## src/rtl/sram_rd_streamer_pkg.sv

```systemverilog
// Shared types and sizing for the SRAM read streamer (sram_rd_streamer).
package sram_rds_pkg;

   typedef enum logic [1:0] {
      IDLE,
      ISSUE,
      DRAIN
   } rds_state_e;

   localparam int unsigned RDS_FIFO_DEPTH = 2;
   localparam int unsigned RDS_PTR_W      = $clog2(RDS_FIFO_DEPTH);
   localparam int unsigned RDS_CNT_W      = $clog2(RDS_FIFO_DEPTH + 1);

endpackage

```

## src/rtl/sram_rd_streamer_fifo.sv

```systemverilog
// Small first-word-fall-through FIFO holding returned SRAM words until the
// stream consumer accepts them; push and pop may happen in the same cycle.
module sram_rds_fifo
   import sram_rds_pkg::*;
#(
   parameter int unsigned W = 128
) (
   input  logic                 i_clk,
   input  logic                 i_rstn,
   input  logic                 i_push,
   input  logic [W-1:0]         i_wdata,
   input  logic                 i_pop,
   output logic [W-1:0]         o_rdata,
   output logic [RDS_CNT_W-1:0] o_count
);

   logic [W-1:0]         mem [RDS_FIFO_DEPTH];
   logic [RDS_PTR_W-1:0] wr_ptr;
   logic [RDS_PTR_W-1:0] rd_ptr;
   logic [RDS_CNT_W-1:0] cnt;

   always_ff @(posedge i_clk) begin
      if (!i_rstn) begin
         for (int unsigned i = 0; i < RDS_FIFO_DEPTH; i++) begin
            mem[i] <= '0;
         end
         wr_ptr <= '0;
         rd_ptr <= '0;
         cnt    <= '0;
      end else begin
         if (i_push) begin
            mem[wr_ptr] <= i_wdata;
            wr_ptr      <= wr_ptr + RDS_PTR_W'(1);
         end
         if (i_pop) begin
            rd_ptr <= rd_ptr + RDS_PTR_W'(1);
         end
         case ({i_push, i_pop})
            2'b10:   cnt <= cnt + RDS_CNT_W'(1);
            2'b01:   cnt <= cnt - RDS_CNT_W'(1);
            default: cnt <= cnt;
         endcase
      end
   end

   assign o_rdata = mem[rd_ptr];
   assign o_count = cnt;

endmodule

```

## src/rtl/sram_rd_streamer.sv

```systemverilog
// Turns a (base, count) command into SRAM reads and streams the words out.
// Optional per-transfer address stride is enabled by SRAM_RDS_STRIDE_EN.
module sram_rd_streamer
   import sram_rds_pkg::*;
#(
   parameter int unsigned ADR_W  = 10,
   parameter int unsigned SRAM_W = 128,
   parameter int unsigned CNT_W  = ADR_W + 1
) (
   input  logic              i_clk,
   input  logic              i_rstn,
   input  logic              i_start,
   input  logic [ADR_W-1:0]  i_base_addr,
   input  logic [CNT_W-1:0]  i_count,
`ifdef SRAM_RDS_STRIDE_EN
   input  logic [ADR_W-1:0]  i_stride,
`endif
   output logic              o_busy,
   output logic              o_done,
   output logic              o_sram_cen,
   output logic              o_sram_rdwen,
   output logic [ADR_W-1:0]  o_sram_addr,
   input  logic [SRAM_W-1:0] i_sram_rdata,
   output logic [SRAM_W-1:0] o_data,
   output logic              o_valid,
   input  logic              i_ready
);

   rds_state_e           state_q;
   rds_state_e           state_d;
   logic [ADR_W-1:0]     addr_q;
   logic [ADR_W-1:0]     stride_val;
   logic [CNT_W-1:0]     remain_q;
   logic                 pending_q;
   logic                 zero_done_q;
   logic [RDS_CNT_W-1:0] fifo_cnt;
   logic [RDS_CNT_W:0]   occupancy;
   logic                 pop;
   logic                 credit_ok;
   logic                 issue;
   logic                 start_ok;
   logic                 drain_done;

   // Words in flight (SRAM pipeline + FIFO) after this cycle's pop must stay below depth.
   assign pop       = o_valid & i_ready;
   assign occupancy = (RDS_CNT_W+1)'(fifo_cnt) + (RDS_CNT_W+1)'(pending_q)
                    - (RDS_CNT_W+1)'(pop);
   assign credit_ok = occupancy < (RDS_CNT_W+1)'(RDS_FIFO_DEPTH);

   assign start_ok   = (state_q == IDLE) & i_start & (i_count != '0);
   assign drain_done = (state_q == DRAIN) & (fifo_cnt == '0) & !pending_q & !pop;

   always_ff @(posedge i_clk) begin
      if (!i_rstn) begin
         state_q <= IDLE;
      end else begin
         state_q <= state_d;
      end
   end

   always_comb begin
      state_d = state_q;
      unique case (state_q)
         IDLE:    if (start_ok)                               state_d = ISSUE;
         ISSUE:   if (issue && (remain_q == CNT_W'(1)))      state_d = DRAIN;
         DRAIN:   if (drain_done)                             state_d = IDLE;
         default:                                             state_d = IDLE;
      endcase
   end

   always_comb begin
      issue      = (state_q == ISSUE) & credit_ok;
      o_sram_cen = !issue;
      o_busy     = (state_q != IDLE) & !drain_done;
      o_done     = drain_done | zero_done_q;
   end

`ifdef SRAM_RDS_STRIDE_EN
   logic [ADR_W-1:0] stride_q;

   always_ff @(posedge i_clk) begin
      if (!i_rstn) begin
         stride_q <= '0;
      end else if (start_ok) begin
         stride_q <= i_stride;
      end
   end

   assign stride_val = stride_q;
`else
   assign stride_val = ADR_W'(1);
`endif

   always_ff @(posedge i_clk) begin
      if (!i_rstn) begin
         addr_q      <= '0;
         remain_q    <= '0;
         pending_q   <= 1'b0;
         zero_done_q <= 1'b0;
      end else begin
         pending_q   <= issue;
         zero_done_q <= (state_q == IDLE) & i_start & (i_count == '0);
         if (start_ok) begin
            addr_q   <= i_base_addr;
            remain_q <= i_count;
         end else if (issue) begin
            addr_q   <= addr_q + stride_val;
            remain_q <= remain_q - CNT_W'(1);
         end
      end
   end

   assign o_sram_addr  = addr_q;
   assign o_sram_rdwen = 1'b1;

   sram_rds_fifo #(
      .W (SRAM_W)
   ) u_fifo (
      .i_clk   (i_clk),
      .i_rstn  (i_rstn),
      .i_push  (pending_q),
      .i_wdata (i_sram_rdata),
      .i_pop   (pop),
      .o_rdata (o_data),
      .o_count (fifo_cnt)
   );

   assign o_valid = (fifo_cnt != '0);

endmodule

```

## config.mk

```make
export PLATFORM = sky130hd
export DESIGN_NAME = sram_rd_streamer
export DESIGN_NICKNAME = d
export VERILOG_FILES = /design/src/rtl/sram_rd_streamer_pkg.sv /design/src/rtl/sram_rd_streamer_fifo.sv /design/src/rtl/sram_rd_streamer.sv
export SDC_FILE = /design/constraint.sdc
export NUM_CORES = 1
export LEC_CHECK = 0
export ABC_AREA = 1
export BUFFER_PORTS_ARGS = -buffer_cell sky130_fd_sc_hd__buf_2
export CORE_UTILIZATION = 54
export CTS_CLUSTER_DIAMETER = 40
export DETAILED_ROUTE_END_ITERATION = 8
export PLACE_DENSITY_LB_ADDON = 0.25
export SETUP_SLACK_MARGIN = 0.5
export SLEW_MARGIN = 20
export SYNTH_ARGS = -nofsm -noshare
export SYNTH_HDL_FRONTEND = slang
export SYNTH_SLANG_ARGS = --single-unit
```

## constraint.sdc

```tcl
create_clock -name i_clk -period 7.6 [get_ports i_clk]
set_input_delay 1.14 -clock i_clk [delete_from_list [all_inputs] [get_ports i_clk]]
set_output_delay 1.14 -clock i_clk [all_outputs]
set_load 0.02 [all_outputs]
```

==> results.py <==
metrics = {
    "clocking": {
        "cts_hold_buf": 0,
        "root_buffer": "clkbuf_16",
        "cts_made_buffers": 40,
        "path_clk_slew_ns": 0.05,
        "clk-insertion-delay-late_ns": 0.51,
        "post_cts_buffers": 0,
        "cts_sinks": 286,
        "cts_tree": "yes",
        "cts_resized": 0,
        "htree_levels": 2,
        "cts_max_path_buffers": 3,
    },
    "placement": {
        "io_buffers": 294,
        "hpwl_um": 17700,
        "gp_congestion": 0.850,
        "dp_slack_ns": 3.08,
    },
    "power_and_ir_drop": {
        "power_frac_seq_pct": 43.4,
        "leakage_uw": 0.00731,
        "comb_power_share_pct": 12.1,
        "power_uw": 4260,
        "switching_share_pct": 24.4,
        "internal-power_uw": 3220,
        "clockPowerShare_pct": 44.6,
        "ir_drop_uv": 207,
        "powerDensity_mw_per_mm2": 270,
        "p_sw_uw": 1040,
    },
    "routing": {
        "final_antenna_net_count": 0,
        "routed_wirelength_um": 28300,
        "wl_per_cell_um": 16.1,
        "vias": 8902,
        "dr.first_iter.drc_count": 472,
        "drt_pass1_iterations": 4,
        "drc_errors": 0,
        "viasPerCell": 5.05,
    },
    "floorplanning": {
        "die_h_um": 155,
        "ios": 296,
        "start_util_pct": 55.6,
        "rows": 55,
        "die_w_um": 155,
        "dieArea_mm2": 0.0242,
        "core_mm2": 0.0228,
    },
    "timing": {
        "tightest_slew_ns": 1.06,
        "hold_slack_ns": 0.466,
        "setup_viol": 0,
        "max_freq_mhz": 222,
        "fin_tns_setup_ns": 0,
        "fin_ws_ns": 3.10,
        "final_max_slew_viol_count": 0,
        "hold_viol_final": 0,
        "min_period_over_period_pct": 59.3,
        "skew_ns": 0.0124,
        "slew_headroom_pct": 29.6,
        "rsz0062_at_grt": "false",
        "finalCriticalPeriod_ns": 4.50,
    },
    "worst_setup_path": {
        "critPathKind": "in2out",
        "start_kind": "input port",
        "crit_chain": "buf_2, inv_1, nor2_1, nand2_1, o21ai_0, inv_1, fa_1, inv_1, nor2_1, nand2_1, buf_2",
        "required_ns": 6.46,
        "crit_slowest_cell": "fa_1",
        "arrival_ns": 3.36,
        "cpMostUsedCell": "inv_1",
        "crit_buf_inv": 5,
        "cp_max_fo": 20,
        "crit_family": "simple AND/OR/NAND/NOR gates",
        "cpPeakStageDelay_ns": 0.48,
        "endpoint_kind": "output port",
    },
    "synth": {
        "yosys.area.top_type": "edfxtp_1",
        "synth_area_mm2": 0.0127,
        "ys.flop_type": "edfxtp_1",
        "syn_nets": 1283,
        "synthCells": 1126,
        "yosysUniqueCellTypes": 34,
        "yosysWarnings": 0,
        "seq_area_frac_synth_pct": 65.2,
        "synth_most_common_cell": "nor2_1",
        "async_flop_share_pct": 0,
        "yosys-top-cells-count": "291 x nor2_1, 256 x edfxtp_1, 173 x inv_1, 128 x mux2_2, 83 x nand2_1",
        "synth_top_area_share_pct": 60.5,
        "synth_area_leaders": "edfxtp_1 60%, mux2_2 11%, nor2_1 8.6%",
        "syn_area_per_cell_um2": 11.3,
        "synth-edff-count": 256,
        "synth_seq_cells": 286,
    },
    "global_routing": {
        "grt_pass1_vias": 8899,
        "grt_max_degree": 96,
        "antenna_found_initial": 8,
        "grtUsageTotal_pct": 23.5,
        "grt-ovfl-total": 0,
        "grt_first_pass_wirelength_um": 44000,
    },
    "status": {
        "status": "finished, final reports clean",
    },
    "finish": {
        "fillers": 1723,
        "final_nets": 1572,
        "drive_above_1_share_pct": 35.1,
        "syn_to_final_growth_pct": 24.2,
        "multi_input_area_mm2": 0.00352,
        "area.sequential_mm2": 0.00829,
    },
    "flow_run": {
        "cap_violations": 0,
    },
    "min_path": {
        "hp-class": "reg2reg",
    },
}
## flip-flops by register name, indices dropped and copies added (netlist names), named ones only
| signal | flops |
|---|---|
| o_sram_addr | 10 |
| pending_q | 1 |
| remain_q | 11 |
| state_q | 2 |
| u_fifo.mem | 256 |
| u_fifo.o_count | 2 |
| u_fifo.rd_ptr | 1 |
| u_fifo.wr_ptr | 1 |
| zero_done_q | 1 |
## layer usage
| metal | vias up | global-route usage, % | wire (um) |
|---|---|---|---|
| met1 | 4206 | 27.5 | 10900 |
| met4 | 2 | 11.2 | 1110 |
| met2 | 331 | 40.7 | 14300 |
| met5 | - | 0 | 10 |
| li1 | 4282 | - | - |
| met3 | 81 | 5.38 | 2040 |
## final cells by class
type / instances / share of cell area (%)
flip-flops and latches: 286 / 52.5
multi-input cells: 611 / 22.3
repair buffers: 301 / 9.68
clock buffers: 45 / 6.59
inverters: 175 / 4.16
well taps: 313 / 2.48
clock inverters: 25 / 2.12
diodes: 7 / 0.111
## power groups by stage
stage / Sequential (uW) / Combinational, uW / Clock, uW
after global routing: 1860 / 560 / 1990
after floorplan: 1870 / 352 / 0
after detailed placement: 1880 / 513 / 0
after global placement: 1870 / 509 / 0
final: 1850 / 514 / 1900
after CTS: 1850 / 517 / 1930
## cells in the final DEF (no fill, tap or decap), types with 2 or more instances in the layout
master	netlist	routed
a21oi_1	18	18
buf_2	27	294
buf_4	3	6
bufinv_16	0	7
clkbuf_1	20	4
clkbuf_16	0	41
clkinv_1	1	3
clkinv_2	0	4
clkinv_4	0	4
clkinvlp_4	0	6
dfxtp_1	30	29
diode_2	0	7
edfxtp_1	256	256
ha_1	3	3
inv_1	173	173
inv_6	0	2
mux2_2	128	128
nand2_1	83	80
nand2_2	2	2
nand2_4	0	3
nand3_1	46	45
nand3_2	2	2
nand4_1	7	7
nor2_1	291	291
o21ai_0	16	16
o21bai_1	2	2
xnor2_1	2	2
## final timing paths
check / cells past startpoint / slack (ns) / to / start
worst max-delay path: 11 / 3.10 / o_sram_cen / i_ready
worst min-delay path: 1 / 0.47 / u_fifo.rd_ptr$_SDFFE_PN0P_ / u_fifo.rd_ptr$_SDFFE_PN0P_
worst max register to register: 13 / 4.27 / state_q[0]$_SDFFE_PN0P_ / u_fifo.o_count[1]$_SDFFE_PN0P_
worst min register to register: 1 / 0.47 / u_fifo.rd_ptr$_SDFFE_PN0P_ / u_fifo.rd_ptr$_SDFFE_PN0P_
## cells by family (layout without fill, tap and decap cells)
| kind of cell | count (synthesis) | in the layout | synth area share (%) |
|---|---|---|---|
| AO/OA/AOI/OAI | 39 | 39 | 1.63 |
| multiplexers | 128 | 128 | 11.3 |
| adder cells (fa/ha/maj) | 4 | 4 | 0.453 |
| buffers and inverters | 229 | 546 | 7.32 |
| flip-flops | 286 | 286 | 65.2 |
| AND/OR/NAND/NOR | 437 | 437 | 13.9 |
| other | 1 | 8 | 0.0295 |
| XOR/XNOR | 2 | 2 | 0.138 |
## per-stage QoR
step	std cells	area (um^2)	utilization [%]
2_1_floorplan	1126	12700	-
3_3_place_gp	1686	14400	63.0
3_5_place_dp	1686	14400	63.0
4_1_cts	1756	15800	69.0
5_1_grt	1762	15800	69.1
6_report	1763	15800	69.1
## worst reg2reg max path: stages (launching register included)
cell,delay (ns)
dfxtp_1,0.44
nor2_1,0.12
nor2_1,0.24
nand2_1,0.11
o21ai_0,0.17
inv_1,0.07
fa_1,0.48
inv_1,0.04
nor2_1,0.13
nand2_1,0.48
inv_2,0.55
nand4_1,0.20
nand2_1,0.10
a21oi_1,0.06
(Power assumes the default switching activity.)
